[src/rtl/wam_key_pkg.sv]
// Shared keypad definitions: matrix geometry, idle key code, scanner FSM states
// and the {col,row} key-code packing used by the scanner and the key decoder.
package wam_key_pkg;

  localparam logic [3:0] NO_KEY_CODE = 4'b1111;
  localparam int         NUM_COLS    = 3;
  localparam int         NUM_ROWS    = 3;

  typedef enum logic [1:0] {
    IDLE,
    DEBOUNCE,
    HELD,
    RELEASE
  } key_state_e;

  function automatic logic [3:0] pack_code(input logic [1:0] col, input logic [1:0] row);
    return {col, row};
  endfunction

endpackage

[src/rtl/key_col_scan.sv]
// Column scan timebase: dwells SCAN_DIV cycles on each column, drives the
// active-low one-hot column lines and flags the capture / scan-end cycles.
module key_col_scan #(
  parameter int SCAN_DIV = 50000
) (
  input  logic       clk,
  input  logic       reset,
  output logic [2:0] col_drive_o,
  output logic [1:0] col_idx_o,
  output logic       capture_o,
  output logic       scan_end_o
);
  import wam_key_pkg::*;

  localparam int              DW         = (SCAN_DIV > 1) ? $clog2(SCAN_DIV) : 1;
  localparam logic [DW-1:0]   DWELL_LAST = DW'(SCAN_DIV - 1);
  localparam logic [1:0]      COL_LAST   = 2'(NUM_COLS - 1);

  logic [DW-1:0] dwell_q, dwell_d;
  logic [1:0]    col_q, col_d;

  // The last dwell cycle of a column is both its capture cycle and the
  // cycle on whose closing edge the next column starts being driven.
  always_comb begin
    capture_o  = (dwell_q == DWELL_LAST);
    scan_end_o = capture_o && (col_q == COL_LAST);
    dwell_d    = capture_o ? '0 : dwell_q + 1'b1;
    col_d      = col_q;
    if (capture_o) begin
      col_d = (col_q == COL_LAST) ? 2'd0 : col_q + 2'd1;
    end
  end

  always_ff @(posedge clk) begin
    if (reset) begin
      dwell_q <= '0;
      col_q   <= 2'd0;
    end else begin
      dwell_q <= dwell_d;
      col_q   <= col_d;
    end
  end

  always_comb begin
    col_drive_o = 3'b110;
    case (col_q)
      2'd0:    col_drive_o = 3'b110;
      2'd1:    col_drive_o = 3'b101;
      2'd2:    col_drive_o = 3'b011;
      default: col_drive_o = 3'b110;
    endcase
  end

  assign col_idx_o = col_q;

endmodule

[src/rtl/keypad_scanner.sv]
// 3x3 keypad scanner with per-scan debounce of press and release.
// Define KEYPAD_REPEAT_EN to re-pulse key_valid every REPEAT_SCANS scans while held.
module keypad_scanner #(
  parameter int SCAN_DIV       = 50000,
  parameter int DEBOUNCE_SCANS = 4,
  parameter int REPEAT_SCANS   = 25
) (
  input  logic       clk,
  input  logic       reset,
  input  logic [2:0] row_sense,
  output logic [2:0] col_drive,
  output logic [3:0] key_code,
  output logic       key_valid,
  output logic       key_held
);
  import wam_key_pkg::*;

  localparam int            MW         = $clog2(DEBOUNCE_SCANS + 1);
  localparam logic [MW-1:0] MATCH_DONE = MW'(DEBOUNCE_SCANS);
  localparam logic [MW-1:0] MATCH_ONE  = MW'(1);

  logic [2:0]  sync1_q, sync2_q;
  logic [8:0]  snap_q, snap_d, snap_full;
  logic [3:0]  cand;
  logic [1:0]  col_idx;
  logic        capture, scan_end;

  key_state_e    state_q, state_d;
  logic [3:0]    latched_q, latched_d;
  logic [MW-1:0] match_q, match_d, match_inc;
  logic [3:0]    code_q, code_d;
  logic          valid_q, valid_d;
  logic          held_q, held_d;

`ifdef KEYPAD_REPEAT_EN
  localparam int            RW       = $clog2(REPEAT_SCANS + 1);
  localparam logic [RW-1:0] REP_DONE = RW'(REPEAT_SCANS);
  logic [RW-1:0] rep_q, rep_d, rep_inc;
`else
  logic unused_repeat_cfg;
  assign unused_repeat_cfg = ^REPEAT_SCANS;
`endif

  key_col_scan #(
    .SCAN_DIV(SCAN_DIV)
  ) u_col_scan (
    .clk        (clk),
    .reset      (reset),
    .col_drive_o(col_drive),
    .col_idx_o  (col_idx),
    .capture_o  (capture),
    .scan_end_o (scan_end)
  );

  // The capture of the final column is folded in combinationally so the
  // candidate at scan end sees the complete scan.
  always_comb begin
    snap_full = snap_q;
    if (capture) begin
      for (int r = 0; r < NUM_ROWS; r++) begin
        if (!sync2_q[r]) begin
          snap_full[r*NUM_COLS + int'(col_idx)] = 1'b1;
        end
      end
    end
    snap_d = scan_end ? 9'd0 : snap_full;
  end

  // Descending walk so the lowest pressed key number ends up as the candidate.
  always_comb begin
    cand = NO_KEY_CODE;
    for (int n = 8; n >= 0; n--) begin
      if (snap_full[n]) begin
        cand = pack_code(2'(n % NUM_COLS), 2'(n / NUM_COLS));
      end
    end
  end

  always_comb begin
    state_d   = state_q;
    latched_d = latched_q;
    match_d   = match_q;
    code_d    = code_q;
    valid_d   = 1'b0;
    held_d    = held_q;
    match_inc = (match_q == '1) ? match_q : match_q + 1'b1;
`ifdef KEYPAD_REPEAT_EN
    rep_d     = rep_q;
    rep_inc   = (rep_q == '1) ? rep_q : rep_q + 1'b1;
`endif
    if (scan_end) begin
      case (state_q)
        IDLE: begin
          if (cand != NO_KEY_CODE) begin
            state_d   = DEBOUNCE;
            latched_d = cand;
            match_d   = MATCH_ONE;
          end
        end
        DEBOUNCE: begin
          if (cand == NO_KEY_CODE) begin
            state_d = IDLE;
            match_d = '0;
          end else if (cand == latched_q) begin
            match_d = match_inc;
          end else begin
            latched_d = cand;
            match_d   = MATCH_ONE;
          end
        end
        HELD: begin
          if (cand == NO_KEY_CODE) begin
            state_d = RELEASE;
            match_d = MATCH_ONE;
          end else begin
`ifdef KEYPAD_REPEAT_EN
            if (rep_inc >= REP_DONE) begin
              valid_d = 1'b1;
              rep_d   = '0;
            end else begin
              rep_d = rep_inc;
            end
`endif
          end
        end
        RELEASE: begin
          if (cand != NO_KEY_CODE) begin
            state_d = HELD;
            match_d = '0;
`ifdef KEYPAD_REPEAT_EN
            rep_d   = '0;
`endif
          end else begin
            match_d = match_inc;
          end
        end
        default: begin
          state_d = IDLE;
          match_d = '0;
        end
      endcase

      // Completion is checked on the next-state values so a single-scan
      // debounce accepts or releases in the same scan it starts.
      if ((state_d == DEBOUNCE) && (match_d >= MATCH_DONE)) begin
        code_d  = latched_d;
        valid_d = 1'b1;
        held_d  = 1'b1;
        state_d = HELD;
        match_d = '0;
`ifdef KEYPAD_REPEAT_EN
        rep_d   = '0;
`endif
      end
      if ((state_d == RELEASE) && (match_d >= MATCH_DONE)) begin
        code_d  = NO_KEY_CODE;
        held_d  = 1'b0;
        state_d = IDLE;
        match_d = '0;
      end
    end
  end

  always_ff @(posedge clk) begin
    if (reset) begin
      sync1_q   <= 3'b111;
      sync2_q   <= 3'b111;
      snap_q    <= 9'd0;
      state_q   <= IDLE;
      latched_q <= NO_KEY_CODE;
      match_q   <= '0;
      code_q    <= NO_KEY_CODE;
      valid_q   <= 1'b0;
      held_q    <= 1'b0;
`ifdef KEYPAD_REPEAT_EN
      rep_q     <= '0;
`endif
    end else begin
      sync1_q   <= row_sense;
      sync2_q   <= sync1_q;
      snap_q    <= snap_d;
      state_q   <= state_d;
      latched_q <= latched_d;
      match_q   <= match_d;
      code_q    <= code_d;
      valid_q   <= valid_d;
      held_q    <= held_d;
`ifdef KEYPAD_REPEAT_EN
      rep_q     <= rep_d;
`endif
    end
  end

  assign key_code  = code_q;
  assign key_valid = valid_q;
  assign key_held  = held_q;

endmodule

[config.mk]
export PLATFORM = sky130hd
export DESIGN_NAME = keypad_scanner
export DESIGN_NICKNAME = d
export VERILOG_FILES = /design/src/rtl/wam_key_pkg.sv /design/src/rtl/key_col_scan.sv /design/src/rtl/keypad_scanner.sv
export SDC_FILE = /design/constraint.sdc
export NUM_CORES = 1
export LEC_CHECK = 0
export CAP_MARGIN = 10
export CORE_MARGIN = 1.5
export CORE_UTILIZATION = 54
export CTS_CLUSTER_SIZE = 12
export DETAILED_ROUTE_END_ITERATION = 16
export PLACE_DENSITY = 0.81
export SYNTH_ARGS = -nofsm -noshare
export SYNTH_HDL_FRONTEND = slang
export SYNTH_SLANG_ARGS = --single-unit
[constraint.sdc]
create_clock -name clk -period 3.1 [get_ports clk]
set_input_delay 0.62 -clock clk [delete_from_list [all_inputs] [get_ports clk]]
set_output_delay 0.62 -clock clk [all_outputs]
set_load 0.005 [all_outputs]
Word-level counts from Yosys, hierarchy flattened
Cells that the tools add are included.
{"block": "op_classes", "eq_ne": 12, "n_addsub": 5, "n_reduce_logical": 12, "muxes": 52, "bitwise_logic": 4, "magnitude_cmp": 8}
{"operator": "two-way mux 9 bit", "n": 6}
{"operator": "two-way mux 4 bit", "n": 13}
{"operator": "two-way mux 3 bit", "n": 11}
{"operator": "two-way mux 2 bit", "n": 9}
{"operator": "OR 9 bit", "n": 2}
{"operator": "adder 16 x 1 -> 16 bit (second input constant)", "n": 1}
{"operator": "equality test 16 bit (second input constant)", "n": 1}
{"operator": "one-hot mux 3 bit (4 select lines)", "n": 1}
{"operator": "OR 9 x 4 -> 9 bit", "n": 1}
{"operator": "demux 1 bit (select 4 bit)", "n": 2}
{"operator": "equality test 2 bit (second input constant)", "n": 4}
{"operator": "one-hot mux 2 bit (4 select lines)", "n": 1}
{"operator": "one-hot mux 4 bit (2 select lines)", "n": 1}
{"operator": "equality test 2 x 1 -> 1 bit (second input constant)", "n": 3}
{"operator": ">= comparator 3 bit (second input constant)", "n": 2}
{"operator": "logical AND 1 bit", "n": 6}
{"operator": "two-way mux 1 bit", "n": 6}
{"operator": "one-hot mux 3 bit (2 select lines)", "n": 1}
{"operator": "OR reduction 2 bit", "n": 3}
{"operator": "less-than comparator 2 x 5 -> 1 bit (second input constant)", "n": 1}
{"operator": "less-than comparator 3 x 5 -> 1 bit (second input constant)", "n": 1}
{"operator": "less-than comparator 4 x 5 -> 1 bit (second input constant)", "n": 1}
{"operator": "adder 3 x 2 -> 4 bit (first input constant)", "n": 1}
{"operator": "equality test 4 bit", "n": 1}
{"operator": "14 further kinds", "n": 14}
{"block": "word_totals", "inputBits": 5, "register_bits": 48, "output_inout_bits": 9, "word_cells": 104}

Depth between registers and ports, before layout
Gate-level depths: netlist (run 1).
{"block": "depth", "depth_word": 35, "mapped_depth": 14, "depth_no_buf": 12}

By module
A second synthesis (run 1) with hierarchy kept.
{"block": "unflattened", "hier_cells": 301, "area_unflattened_um2": 2630.0}
{"mod": "keypad_scanner", "cells_per_inst": 203, "area_each_um2": 1752.9, "seq_area_each_um2": 600.6, "n_inst": 1}
{"mod": "key_col_scan", "cells_per_inst": 98, "area_each_um2": 877.1, "seq_area_each_um2": 360.3, "n_inst": 1}

Worst setup path after synthesis (run 1)
No wires, ideal clock.
{"block": "synth_path", "kind": "reg2reg", "startpoint": "register u_col_scan.col_q[0], in the netlist u_col_scan.col_idx_o[0]", "endpoint": "register held_q, in the netlist key_held", "period_less_slack_ns": 3.158, "path_stages_with_launch": 13, "path_buffers": 0, "required_time_ns": 2.968, "setup_ns": 0.132, "slack_ns": -0.058, "arrival_time_ns": 3.026, "path_cell_list": "dfxtp_1 inv_1 ha_1 nand3b_2 o2111ai_1 a2111oi_4 nand3_1 o31a_1 a211oi_2 nand3_1 a31oi_4 mux2i_1 a21oi_1"}
{"block": "synth_via", "elab_chain_len": 33, "word_cells_on_any_way": 66, "classes_between": "2 x add/sub; 8 x order compare; 6 x eq/ne; 39 x mux; 3 x bitwise; 8 x reduce/logical"}
{"item": "start, declared", "line": "key_col_scan.sv:20", "text": "logic [1:0] col_q, col_d;"}
{"item": "start signal, assigned", "line": "key_col_scan.sv:40", "text": "col_q <= col_d;"}
{"item": "adder 2 x 2 -> 3 bit", "line": "keypad_scanner.sv:62", "text": "snap_full[r*NUM_COLS + int'(col_idx)] = 1'b1;"}
{"item": "less-than comparator 3 x 5 -> 1 bit (implied by the code) / >= comparator 3 x 1 -> 1 bit (equally long branches)", "line": "keypad_scanner.sv:62"}
{"item": "logical AND 1 bit (implied by the code)", "line": "keypad_scanner.sv:62"}
{"item": "two-way mux 1 bit (implied by the code)", "line": "keypad_scanner.sv:62"}
{"item": "demux 1 bit (select 4 bit)", "line": "keypad_scanner.sv:62"}
{"item": "OR 9 bit (no line)"}
{"item": "two-way mux 9 bit", "line": "keypad_scanner.sv:61", "text": "if (!sync2_q[r]) begin"}
{"item": "two-way mux 9 bit", "line": "keypad_scanner.sv:59", "text": "if (capture) begin"}
{"item": "[17 not listed]"}
{"item": ">= comparator 3 bit", "line": "keypad_scanner.sv:145", "text": "if ((state_d == DEBOUNCE) && (match_d >= MATCH_DONE)) begin"}
{"item": "logical AND 1 bit", "line": "keypad_scanner.sv:145"}
{"item": "two-way mux 3 bit / two-way mux 2 bit (equally long branches)", "line": "keypad_scanner.sv:145"}
{"item": "two-way mux 3 bit / two-way mux 2 bit (equally long branches)", "line": "keypad_scanner.sv:91", "text": "if (scan_end) begin"}
{"item": ">= comparator 3 bit / equality test 2 bit (equally long branches)", "line": "keypad_scanner.sv:155", "text": "if ((state_d == RELEASE) && (match_d >= MATCH_DONE)) begin"}
{"item": "logical AND 1 bit", "line": "keypad_scanner.sv:155"}
{"item": "nonzero test 2 bit (no line)"}
{"item": "AND reduction 2 bit (no line)"}
{"item": "end signal, assigned", "line": "keypad_scanner.sv:187", "text": "held_q <= held_d;"}
{"item": "end, declared", "line": "keypad_scanner.sv:33", "text": "logic held_q, held_d;"}
Parallel ways exist; a longest one is shown, timed or not. The select of a mux whose other input is x is not followed.
A chain may end at the register's enable or synchronous reset.

Worst setup path after layout (run 1)
{"block": "layout_path", "startpoint": "register u_col_scan.col_q[1], in the netlist u_col_scan.col_idx_o[1]", "endpoint": "register held_q, in the netlist key_held"}
Same word-level chain as after synthesis.

==> results.txt, run 1 <==
Source of the worst register-to-register timing path: u_col_scan.col_idx_o[1]. The share of post-route cells with drive strength above 1 is 0.192, and the xor and xnor area share after synthesis is 0.0521. Mux share of post-synthesis cell area: 0.00745. For the total power of the final layout, the log shows 1.13 mW. The post-route fraction of the period consumed by the critical path is 0.989.

The biggest area contributor in the post-synthesis netlist is sky130_fd_sc_hd__dfxtp_1. For the count of inserted antenna diode cells, the log shows 0. The first-pass detailed-route iteration total was 6; the wire length reported by the detailed router was 6350 µm. The tools report the number of nets at the end of the flow as 378. The logs give 330 for the number of cells produced by synthesis and 2690 µm² for the cell area after synthesis. TritonCTS built the clock tree. Buffers inserted to repair hold after CTS numbered 0.

The proportion of synthesized flip-flops having asynchronous set or reset came out at 0. In this run the worst setup path terminates at key_held. By area the synthesized netlist is led by sky130_fd_sc_hd__dfxtp_1 36%, sky130_fd_sc_hd__nor2_1 7.1%, sky130_fd_sc_hd__ha_1 4.7%, sky130_fd_sc_hd__nand2_1 4.1%, sky130_fd_sc_hd__a21oi_1 3.5%.

The total power density per cell area came out at 345 nW/µm². The path class of the tightest hold or removal check is flip-flop to flip-flop. For the worst flop-to-flop path, the logic depth is 14.

Counting every net in the synthesized netlist gives 345. Share of synthesized cell area in full adder, half adder and majority cells: 0.0466. For the starting density of the core, the log shows 0.565.

The area fraction in and, or, nand and nor cells after synthesis came out at 0.274. Dividing the detail-routed wire length by the instance count gives 14.7 µm. After synthesis, the netlist uses 66 different library cells.

The worst-case IR drop observed on VDD is 0.000266 V. Entering global routing, the biggest net connects 19 pins. The shortest clock period the worst path allows after layout came out at 3.06 ns.

The worst slew margin relative to its limit is 0.677, and the part of the Yosys area used for sequential elements is 0.358. The sum of negative setup slack is 0 ns, and the final instance area is 3280 µm². The run gives 0.242 as the total global-route track usage.

The pin slew with the least headroom to its limit is 0.481 ns. The die covers 5410 µm². Detailed placement finished with a half-perimeter wire length of 4380 µm. Final hold analysis gives a worst-case slack of 0.417 ns. The Yosys warning count was 0; the number of synthesized flops with an enable pin was 0. Setup violations remaining at the end of the flow were counted as 0. Based on the critical path, the design can be clocked at up to 0.326 GHz. The run gives 1.28 nW as the leakage power total.

The logs give 2,250 for the number of global-route vias before repair and 0.30 ns for the worst-skew pair later-pin latency. Counting every sink on the clock net gives 48. Clock transition time at the flip-flop clock pins of the worst setup and hold paths: 0.09 ns. Setup repair after global routing could not meet its margin everywhere. For the area of the core, the log shows 4750 µm².

The maximum fanout encountered on the critical timing path works out to 11. The sequential cells in the finished layout cover a total of 966 µm². At the placement stage, the worst setup path has a slack of -0.0959 ns. The cell depth of the worst min-delay path was 1; the required time of the worst setup path was 3.30 ns. Counting tap cells, the placed design contains a total of 421 instances.

The number of buffers added on ports was 13; the number of rows created at floorplan was 25. The chip width was 73.5 µm. Compared with the post-synthesis result, the final layout area differs by 22.1%. The worst path meets setup with 0.0352 ns of slack.

The area of combinational cells with multiple inputs was 1740 µm². The tool flagged a number of max-cap violations equal to 0. The first routing iteration left 218 violations. Sorting the synthesized cells by how often they occur yields 51 x sky130_fd_sc_hd__nor2_1, 48 x sky130_fd_sc_hd__dfxtp_1, 29 x sky130_fd_sc_hd__nand2_1. The total overflow left after global routing is 0. For the filler cell count, the log shows 400. The endpoint identified for the worst register-to-register timing path is key_held.

In this run the register-to-register setup slack is 0.04 ns. The die is 73.5 µm tall. The number of H-tree branching levels is 2. In this run the worst setup path begins at u_col_scan.col_idx_o[1]. The max-slew violation total from the final report is 0.

Combinational family with the most area after synthesis: simple AND/OR/NAND/NOR gates. Initial antenna violation count: 0. The area fraction of the dominant cell type after synthesis works out to 0.358. The count of pins on the block boundary was 14; the TritonCTS buffer count was 5.

Data on the critical path arrives at its endpoint at 3.26 ns. The run finished with clean final reports. Most common cell in the synthesized netlist: sky130_fd_sc_hd__nor2_1. The fraction of the mapped netlist area in compound gates is 0.219, and the average via count per standard cell is 5.87.

The first-pass GRT wire length was 10,300 µm. After detailed routing, the number of remaining DRC violations is 0. Clock tree synthesis selected as its root buffer the cell sky130_fd_sc_hd__clkbuf_8. The worst setup path is captured at a flip-flop. For this run, the leading register cell type out of synthesis is sky130_fd_sc_hd__dfxtp_1. The tools report the number of routed nets with antenna violations as 0. The hold violation total from the final report was 0; the last weighted congestion value of the routability-driven placer was 0.994. Counting along the longest clock path gives a buffer depth of 2. The run gives 0.690 as the core occupancy in the finished layout.

Category of the most critical setup path: flip-flop to flip-flop. Between clock sinks in the finished design, the worst skew comes to 0.00599 ns. The final cell count without fillers was 431. The startpoint kind of the worst setup timing path was a flip-flop. The instance area after placement is 3020 µm², and the mean post-synth cell area is 8.14 µm².

Synthesis inferred 48 register bits. Total vias in the final route: 2,532.
==> worst max-delay path, stage by stage (launching register included) <==
cell	delay, ns
sky130_fd_sc_hd__dfxtp_1	0.33
sky130_fd_sc_hd__buf_4	0.17
sky130_fd_sc_hd__ha_1	0.21
sky130_fd_sc_hd__inv_1	0.09
sky130_fd_sc_hd__o32a_1	0.22
sky130_fd_sc_hd__a31oi_1	0.09
sky130_fd_sc_hd__or4_1	0.45
sky130_fd_sc_hd__buf_4	0.19
sky130_fd_sc_hd__nor2_1	0.11
sky130_fd_sc_hd__buf_4	0.19
sky130_fd_sc_hd__o211ai_1	0.10
sky130_fd_sc_hd__o311a_1	0.18
sky130_fd_sc_hd__a31oi_4	0.31
sky130_fd_sc_hd__mux2i_1	0.23
sky130_fd_sc_hd__a21oi_1	0.08
==> metal layers <==
metal / vias up / GRT usage / wire length, µm
met5: - / 0 / 0
met4: 0 / 0.0638 / 60
met3: 7 / 0.0439 / 267
met2: 79 / 0.388 / 3030
met1: 1196 / 0.334 / 2990
li1: 1250 / - / -
==> power breakdown <==
part	switching (mW)	total [mW]	internal [mW]
registers	0.00718	0.631	0.624
logic	0.0195	0.0392	0.0197
clock network	0.218	0.461	0.243
total	0.244	1.13	0.886
==> state kept, by name (all words and copies together) (netlist names) <==
| name | flops |
|---|---|
| u_col_scan.dwell_q | 16 |
| match_q | 3 |
| u_col_scan.col_idx_o | 2 |
| sync2_q | 3 |
| sync1_q | 3 |
| key_held | 1 |
| state_q | 2 |
| snap_q | 9 |
| latched_q | 4 |
| key_valid | 1 |
| key_code | 4 |
==> layout by cell type, fill, tap and decap left out, types with 4 or more instances in the layout <==
master	Yosys	layout
sky130_fd_sc_hd__nor3_1	7	7
sky130_fd_sc_hd__and3_1	8	8
sky130_fd_sc_hd__clkdlybuf4s50_1	0	13
sky130_fd_sc_hd__clkbuf_8	0	5
sky130_fd_sc_hd__and2_1	4	4
sky130_fd_sc_hd__xor2_1	8	8
sky130_fd_sc_hd__nand3_1	13	11
sky130_fd_sc_hd__o21ai_0	14	13
sky130_fd_sc_hd__xnor2_1	8	8
sky130_fd_sc_hd__nand2_1	29	29
sky130_fd_sc_hd__buf_4	0	26
sky130_fd_sc_hd__a31oi_1	5	5
sky130_fd_sc_hd__nor2_1	51	50
sky130_fd_sc_hd__a21oi_1	19	19
sky130_fd_sc_hd__or2_2	6	6
sky130_fd_sc_hd__inv_1	11	9
sky130_fd_sc_hd__dfxtp_1	48	46
sky130_fd_sc_hd__ha_1	10	5
==> area by class of cell <==
| class | instances | share of cell area |
|---|---|---|
| clock inverters | 3 | 0.0141 |
| clock buffers | 5 | 0.0210 |
| repair buffers | 39 | 0.0992 |
| multi-input cells | 256 | 0.530 |
| well taps | 67 | 0.0256 |
| flip-flops and latches | 48 | 0.294 |
| inverters | 13 | 0.0156 |
==> worst min path at each step <==
stage | from | endpoint
floorplan | sync1_q[0] | sync2_q[0]
global route | u_col_scan.dwell_q[0] | u_col_scan.dwell_q[0]
detailed placement | sync1_q[2] | sync2_q[2]
CTS | sync1_q[2] | sync2_q[2]
global placement | sync1_q[0] | sync2_q[0]
finish | sync1_q[2] | sync2_q[2]
==> timing repair <==
item	CTS	global route
setup endpoints to repair	8	10
gates resized for setup	6	24
buffers inserted	1	1
pin swaps	4	9
==> kinds of logic after synthesis <==
logic type / count (synthesis)
mux: 2
fa+ha+maj: 10
xor+xnor: 16
simple gates: 147
flops: 48
compound gates: 81
buf+inv: 26
Power figures use the tool's default switching activity.
==> inputs of run 2 (changes only) <==
--- a/config.mk
+++ b/config.mk
@@ -7,10 +7,11 @@
 export LEC_CHECK = 0
 export CAP_MARGIN = 10
 export CORE_MARGIN = 1.5
-export CORE_UTILIZATION = 54
+export CORE_UTILIZATION = 56
+export CTS_BUF_LIST = sky130_fd_sc_hd__clkbuf_2
 export CTS_CLUSTER_SIZE = 12
 export DETAILED_ROUTE_END_ITERATION = 16
-export PLACE_DENSITY = 0.81
+export PLACE_DENSITY = 0.83
 export SYNTH_ARGS = -nofsm -noshare
 export SYNTH_HDL_FRONTEND = slang
 export SYNTH_SLANG_ARGS = --single-unit
==> run 2 against run 1 <==
The run now ends with setup timing left. Die area fell by 3.4%. Critical endpoint unchanged. Final cell count fell by 0.93%. Largest power group unchanged. Clock skew rose by 0.0084 ns. Highest routed layer unchanged.
==> results.txt, run 2 (synthesized netlist as in run 1, its figures left out) <==
The share of post-route cells with drive strength above 1 works out to 0.231. 14 I/O pins were placed. The register with the most flip-flops in the final layout is u_col_scan.dwell_q.

The run gives 0.340 as the power share of the clock group. The later pin in the worst-skew pair is clocked with a latency of 0.44 ns. After layout, the minimum clock period comes to 3.25 ns.

The clock sink total is 48, and the total DRC errors in the routed layout is 0. Max-slew violation total from the final report: 0. For the pin with the worst max-slew slack, the measured transition is 0.576 ns. After clock tree synthesis, the clock-pin slew on the worst setup and hold paths is 0.24 ns. The worst slew margin relative to its limit came out at 0.613. Input and output buffers added on the ports amount to 13. The average via count per standard cell is 6.16. STA puts the critical path data arrival time at 3.61 ns. Max-cap violations in this run came to 0. The number of H-tree branching levels came out at 2. Once layout is done, the placed cells without fillers occupy 3360 µm². For the first-pass detailed-route iteration total, the log shows 5. The count of nets left with antenna violations once routing finished came out at 0. The tools report the count of placed standard cells including taps as 412.

STA classifies the critical path endpoint as a flip-flop. The final-layout worst hold slack is 0.445 ns. The library cells used most frequently in the layout, excluding fill and tap cells, are 49 x sky130_fd_sc_hd__nor2_1, 46 x sky130_fd_sc_hd__dfxtp_1, 35 x sky130_fd_sc_hd__buf_4, 29 x sky130_fd_sc_hd__nand2_1, 17 x sky130_fd_sc_hd__a21oi_1. For this run, the post-layout net count is 387. The startpoint kind of the worst setup timing path is a flip-flop.

The die covers 5220 µm². The category of the most critical setup path was flip-flop to flip-flop. The tools report the total vias in the final route as 2,629. The number of global-route vias before repair is 2,365. The chip width was 72.3 µm. The hold violation total from the final report came out at 0. Dividing the detail-routed wire length by the instance count gives 15.9 µm. The part of the power in registers was 0.620. The slack of the critical path is -0.152 ns, and the worst clock skew is 0.0144 ns. 0 antenna diodes ended up in the layout.

For the worst setup path, the data required time is 3.46 ns. The area occupied by registers was 966 µm². IR analysis of the VDD net gives a maximum drop of 0.000316 V. In this run the static leakage power is 1.34 nW. The logs give 0.993 for the last weighted congestion value of the routability-driven placer and 0.307 GHz for the highest achievable clock rate. The tools report the TritonCTS buffer count as 5. The register with the most flip-flops in the layout has 16 of them.

The most frequent standard cell in the layout excluding fill and tap cells was sky130_fd_sc_hd__nor2_1. Cell internal power was estimated by the tool at 0.786 mW. For the initial antenna violation count, the log shows 0. Once placement finished, the instance area stood at 3030 µm². The combinational share of power was 0.040.

Proportion of total power due to net switching: 0.232. The floorplan die height was 72.3 µm. The total power density per cell area came out at 305 nW/µm². The final reports fail on setup timing. The tools report the largest net degree at the start of global routing as 19. For the area of combinational cells with multiple inputs, the log shows 1810 µm².

The post-route fraction of the period consumed by the critical path is 1.05, and the maximum fanout encountered on the critical timing path is 8. Total congestion overflow: 0. After routing, the total negative slack on setup checks comes to -0.878 ns.

After clock tree synthesis, the flow added hold-fix buffers numbering 0. The run gives 0.577 as the starting density of the core. The growth of design area from synthesis to finish came out at 24.9%. For the number of rows created at floorplan, the log shows 25. The final count of negative-setup-slack endpoints is 9.

The wire-length estimate of the detail-placed layout is 4690 µm. For the first-pass GRT wire length, the log shows 10,800 µm. After the first detailed-routing iteration, the DRC count stood at 251.

The longest clock path from root to sink contains 2 buffers. The area of the core came out at 4660 µm². The total net switching power was 0.238 mW. The largest registers in the layout are u_col_scan.dwell_q (16), snap_q (9).

For this block, the routed nets add up to 6800 µm of wire. The layout has 363 filler cells. The total global-route track usage is 0.260. OpenSTA, run right after detailed placement, puts the worst setup slack at -0.116 ns.

TritonCTS built the clock tree. The tools report the cell chosen for the clock root as sky130_fd_sc_hd__clkbuf_2. The run gives 427 as the final cell count without fillers. In this run the worst hold path is classified as flip-flop to flip-flop.

Setup repair after global routing could not meet its margin everywhere. The flow ran to the end, but the final reports show violations.
## run 2: area by class of cell
class,instances,area share
multi-input combinational,256,0.538
tap,54,0.0201
sequential,48,0.288
clock inverter,3,0.0142
inverter,13,0.0157
clock buffer,5,0.00745
timing repair buffer,48,0.117
## run 2: final timing paths
check                           slack, ns                     from                    end  depth (start not counted)
worst max-delay path                -0.15  u_col_scan.col_idx_o[0]               key_held                         12
worst min-delay path                 0.44    u_col_scan.dwell_q[0]  u_col_scan.dwell_q[0]                          1
worst max register to register      -0.15  u_col_scan.col_idx_o[0]               key_held                         12
worst min register to register       0.44    u_col_scan.dwell_q[0]  u_col_scan.dwell_q[0]                          1
## run 2: power by group through the flow
| stage | logic, mW | clock network (mW) | registers [mW] |
|---|---|---|---|
| after floorplan | 0.0237 | 0 | 0.643 |
| after global placement | 0.0369 | 0 | 0.645 |
| after detailed placement | 0.0387 | 0 | 0.646 |
| after CTS | 0.0392 | 0.356 | 0.634 |
| after global routing | 0.0443 | 0.380 | 0.636 |
| final | 0.0410 | 0.348 | 0.635 |
## run 2: repair_timing
action	4_1_cts	5_1_grt
endpoints found under the hold margin	0	0
setup buffers	1	6
cloned	0	0
pin swaps	4	4
gates resized for setup	10	30
endpoints found under the setup margin	10	10
## run 2: critical path, cell delays in order (launching register included)
cell and delay [ns]:
sky130_fd_sc_hd__dfxtp_4 0.41, sky130_fd_sc_hd__clkinvlp_4 0.17, sky130_fd_sc_hd__ha_4 0.31, sky130_fd_sc_hd__nand3b_4 0.09
sky130_fd_sc_hd__o2111ai_4 0.14, sky130_fd_sc_hd__a2111oi_4 0.47, sky130_fd_sc_hd__nand3_1 0.15, sky130_fd_sc_hd__o31a_1 0.29
sky130_fd_sc_hd__a211oi_4 0.35, sky130_fd_sc_hd__nand3_2 0.15, sky130_fd_sc_hd__a31oi_4 0.33, sky130_fd_sc_hd__mux2i_1 0.22
sky130_fd_sc_hd__a21oi_1 0.07
## run 2: per-layer routing
layer  share of wire  vias to the layer above  routed length (µm)  track usage
li1                -                     1275                   -            -
met1            0.44                     1230                3010        0.335
met2            0.47                      108                3220        0.426
met3           0.066                       16                 451       0.0639
met4           0.018                        0                 123       0.0881
met5               0                        -                   0            0
## run 2: per-stage QoR
stage	util	power (mW)
detailed placement	0.650	0.684
global route	0.720	1.06
floorplan	-	0.666
finish	0.720	1.02
global placement	0.650	0.682
CTS	0.675	1.03
==> inputs of run 3 (changes only) <==
--- a/config.mk
+++ b/config.mk
@@ -5,13 +5,14 @@
 export SDC_FILE = /design/constraint.sdc
 export NUM_CORES = 1
 export LEC_CHECK = 0
+export ABC_AREA = 1
 export CAP_MARGIN = 10
 export CORE_MARGIN = 1.5
-export CORE_UTILIZATION = 56
+export CORE_UTILIZATION = 62
 export CTS_BUF_LIST = sky130_fd_sc_hd__clkbuf_2
 export CTS_CLUSTER_SIZE = 12
 export DETAILED_ROUTE_END_ITERATION = 16
-export PLACE_DENSITY = 0.83
+export PLACE_DENSITY = 0.87
 export SYNTH_ARGS = -nofsm -noshare
 export SYNTH_HDL_FRONTEND = slang
 export SYNTH_SLANG_ARGS = --single-unit
==> constraint.sdc (replaced) <==
create_clock -name clk -period 3.41 [get_ports clk]
set_input_delay 0.682 -clock clk [delete_from_list [all_inputs] [get_ports clk]]
set_output_delay 0.682 -clock clk [all_outputs]
set_load 0.005 [all_outputs]
==> run 3 against run 2 <==
The flow now finishes without violations. Power shrank 10%. Global-route usage fell by 1.0 points. Clock power fell by 7.2%. Final cell count is 6.8% higher. Area after synthesis grew 0.79%. Via count is 4.9% lower. Register-to-register slack improved by 0.70 ns. Non-clock buffer count fell by 35. Count of clock-buffer cells in the layout did not move. Cell area down 12%. Highest routed layer unchanged. Maximum frequency is 14% higher.
==> results.txt, run 3 <==
The tools report the total half-perimeter wirelength after legalization and detailed placement as 4360 µm. Most common cell in the synthesized netlist: sky130_fd_sc_hd__nand2_1. Highest achievable clock rate: 0.349 GHz.

Walking the worst path, the cells encountered are ha_1, nand3_1, nor2_4, nand2_4, nand2_2, nand2_1, inv_2, nand2_4, nor2_8, nand2_2, nand2_2, inv_2, nand2_2, nand2_1, inv_1, or2_4, nand4_1, a21oi_1. The min-delay analysis places its worst path in the category flip-flop to flip-flop. The proportion of synthesized flip-flops having asynchronous set or reset works out to 0. STA puts the critical path data required time at 3.78 ns. The tools report the part of the Yosys area used for sequential elements as 0.355. The total DRC errors in the routed layout was 0; the number of rows created at floorplan was 23.

The number of synthesized flops with an enable pin was 0. The detailed router placed 2,501 vias in this run. From synthesis to final layout, the design area changed by 8.96%. Number of buffer and inverter instances along the worst setup path: 3. The largest registers in the layout are u_col_scan.dwell_q (16), snap_q (9). The mean post-synth cell area was 6.96 µm². Most frequent standard cell in the layout excluding fill and tap cells: sky130_fd_sc_hd__nand2_1. The library cells used most frequently in the layout, excluding fill and tap cells, are 74 x sky130_fd_sc_hd__nand2_1, 54 x sky130_fd_sc_hd__inv_1, 53 x sky130_fd_sc_hd__nor2_1, 48 x sky130_fd_sc_hd__dfxtp_1, 33 x sky130_fd_sc_hd__nand3_1. The die is 69.1 µm wide. The flow ran to the end, and the final reports show no timing, DRC or antenna violations. Clock tree synthesis selected as its root buffer the cell sky130_fd_sc_hd__clkbuf_2.

Hold timing on the final database bottoms out at a slack of 0.450 ns. Counting along the longest clock path gives a buffer depth of 2. The number of buffers added on ports is 13.

The analysis attributes to cell leakage a power of 1.29 nW. For the number of global-route vias before repair, the log shows 2,304. The analysis attributes to net switching a power of 0.215 mW. The total global-route track usage was 0.250; the max-slew violation total from the final report was 0. The worst slew margin relative to its limit came out at 0.580.

The pin slew with the least headroom to its limit came out at 0.629 ns. First-pass detailed-route iteration total: 6. The number of routed nets with antenna violations was 0; the post-synth net total was 404. The number of clock buffers added by TritonCTS is 5. The first global-routing pass estimated 9960 µm of wire. In this run the worst path has a maximum fanout of 11. The register with the most flip-flops in the layout has 16 of them. At the later pin of the worst-skew pair, clock insertion delay measures 0.44 ns. For the worst-case register-to-register setup slack, the log shows 0.55 ns.

Among all stages on the critical path, the largest delay is contributed by sky130_fd_sc_hd__dfxtp_1. Summed over all failing endpoints, the final setup total negative slack is 0 ns. The Yosys warning count is 0. Data arrives at the worst endpoint at 3.23 ns. The completed layout was analyzed and its total power is 0.921 mW. The average via count per standard cell was 5.48. The final layout contains 420 nets. The tools report the combinational share of power as 0.026. The worst path in the final design needs a cycle of 2.86 ns, including I/O delays and setup. In the final routed layout, each cell accounts on average for 12.6 µm. Post-CTS timing repair inserted 0 buffers for setup. For the die area, the log shows 4770 µm². More flip-flops sit in one register than any other, and that register is u_col_scan.dwell_q. The post-route fraction of the period consumed by the critical path works out to 0.840.

Cell accounting for the most synthesized area: sky130_fd_sc_hd__dfxtp_1. Initial detailed-routing violation count: 205. Buffers inserted to repair hold after CTS numbered 0.

TritonCTS built the clock tree. Setup repair after global routing left no endpoint under its margin. The startpoint kind of the worst setup timing path is a flip-flop. Including well taps, the total number of placed cells is 448. The run gives 0.623 as the part of the power in registers. By count the netlist is led by 74 x sky130_fd_sc_hd__nand2_1, 54 x sky130_fd_sc_hd__inv_1, 53 x sky130_fd_sc_hd__nor2_1. The count of max-cap constraint violations is 0, and the number of storage elements in the synthesis netlist is 48. The area fraction of the dominant cell type after synthesis is 0.355, and the cell-internal power is 0.706 mW.

The power share of the clock group came out at 0.351. For the final database, setup skew stands at 0.0232 ns. Summing every instance area after synthesis gives 2710 µm².

Post-CTS repair changed the size of 0 cells. The total congestion overflow is 0, and the number of cells produced by synthesis is 389. The core occupancy in the finished layout was 0.722; the initial antenna violation count was 0. For the clock sink total, the log shows 48. The count of inserted antenna diode cells came out at 0. The most instantiated flip-flop cell in the synthesis netlist was sky130_fd_sc_hd__dfxtp_1. For the number of H-tree branching levels, the log shows 2. The logs give 0.863 for the last weighted congestion value of the routability-driven placer and 14 for the count of pins on the block boundary.

The die is 69.1 µm tall. Across the VDD grid, the largest voltage drop is 0.000240 V. After clock tree synthesis, the clock-pin slew on the worst setup and hold paths is 0.26 ns. The gate family responsible for the most delay along the worst path is simple AND/OR/NAND/NOR gates.

The total area inside the core boundary comes to 4090 µm². Once layout is complete, the cells apart from fillers number 456. On the worst path, the slowest cell contributes a delay of 0.42 ns. Entering global routing, the biggest net connects 19 pins. The share of post-route cells with drive strength above 1 was 0.121; the wire length reported by the detailed router was 5750 µm. The number of different library cells used by synthesis comes to 36. The cell occurring most often along the worst timing path was sky130_fd_sc_hd__nand2_2. Setup violations remaining at the end of the flow were counted as 0. The run gives 0 as the hold violation total from the final report. By area the synthesized netlist is led by sky130_fd_sc_hd__dfxtp_1 35%, sky130_fd_sc_hd__nand2_1 10%, sky130_fd_sc_hd__inv_1 7.5%, sky130_fd_sc_hd__nor2_1 7.3%, sky130_fd_sc_hd__nand3_1 6.1%. The setup path with the least slack is of type flip-flop to flip-flop. Power spread over the standard cell area amounts to 312 nW/µm².

STA classifies the critical path endpoint as a flip-flop. The starting density of the core was 0.663; the proportion of total power due to net switching was 0.234.
==> run 3: cell families after synthesis <==
logic type | share of synthesized area
compound gates | 0.103
xor+xnor | 0.0194
fa+ha+maj | 0.0462
buf+inv | 0.0993
flops | 0.355
simple gates | 0.377
==> run 3: path summary, 6_finish.rpt <==
kind,from,cells past startpoint,end
worst max-delay path,u_col_scan.dwell_q[0],18,key_code[0]
worst min-delay path,sync1_q[0],1,sync2_q[0]
worst min register to register,sync1_q[0],1,sync2_q[0]
worst max register to register,u_col_scan.dwell_q[0],18,key_code[0]
==> run 3: per-stage QoR <==
| stage | area, µm² | worst slack (ns) |
|---|---|---|
| 2_1_floorplan | 2710 | 1.07 |
| 3_3_place_gp | 2880 | 0.710 |
| 3_5_place_dp | 2880 | 0.633 |
| 4_1_cts | 2950 | 0.568 |
| 5_1_grt | 2950 | 0.263 |
| 6_report | 2950 | 0.546 |
==> run 3: final cells by class <==
| type | instances | area [µm²] |
|---|---|---|
| clock inverters | 3 | 47.5 |
| multi-input cells | 272 | 1480 |
| repair buffers | 13 | 130 |
| clock buffers | 5 | 25.0 |
| inverters | 65 | 246 |
| flip-flops and latches | 48 | 961 |
| well taps | 50 | 62.6 |
| fillers | 353 | 1130 |
==> run 3: power by group through the flow <==
stage | clock (mW) | sequential (mW) | combinational (mW)
2_1_floorplan | 0 | 0.582 | 0.0156
3_3_place_gp | 0 | 0.583 | 0.0233
3_5_place_dp | 0 | 0.583 | 0.0241
4_1_cts | 0.322 | 0.573 | 0.0243
5_1_grt | 0.346 | 0.574 | 0.0270
6_report | 0.323 | 0.573 | 0.0244
==> run 3: metal layers <==
metal	global-route usage	share of wire	wire (µm)
met2	0.389	0.45	2590
met5	0	0	0
met3	0.0614	0.071	406
met4	0.0566	0.0094	54
met1	0.350	0.47	2700
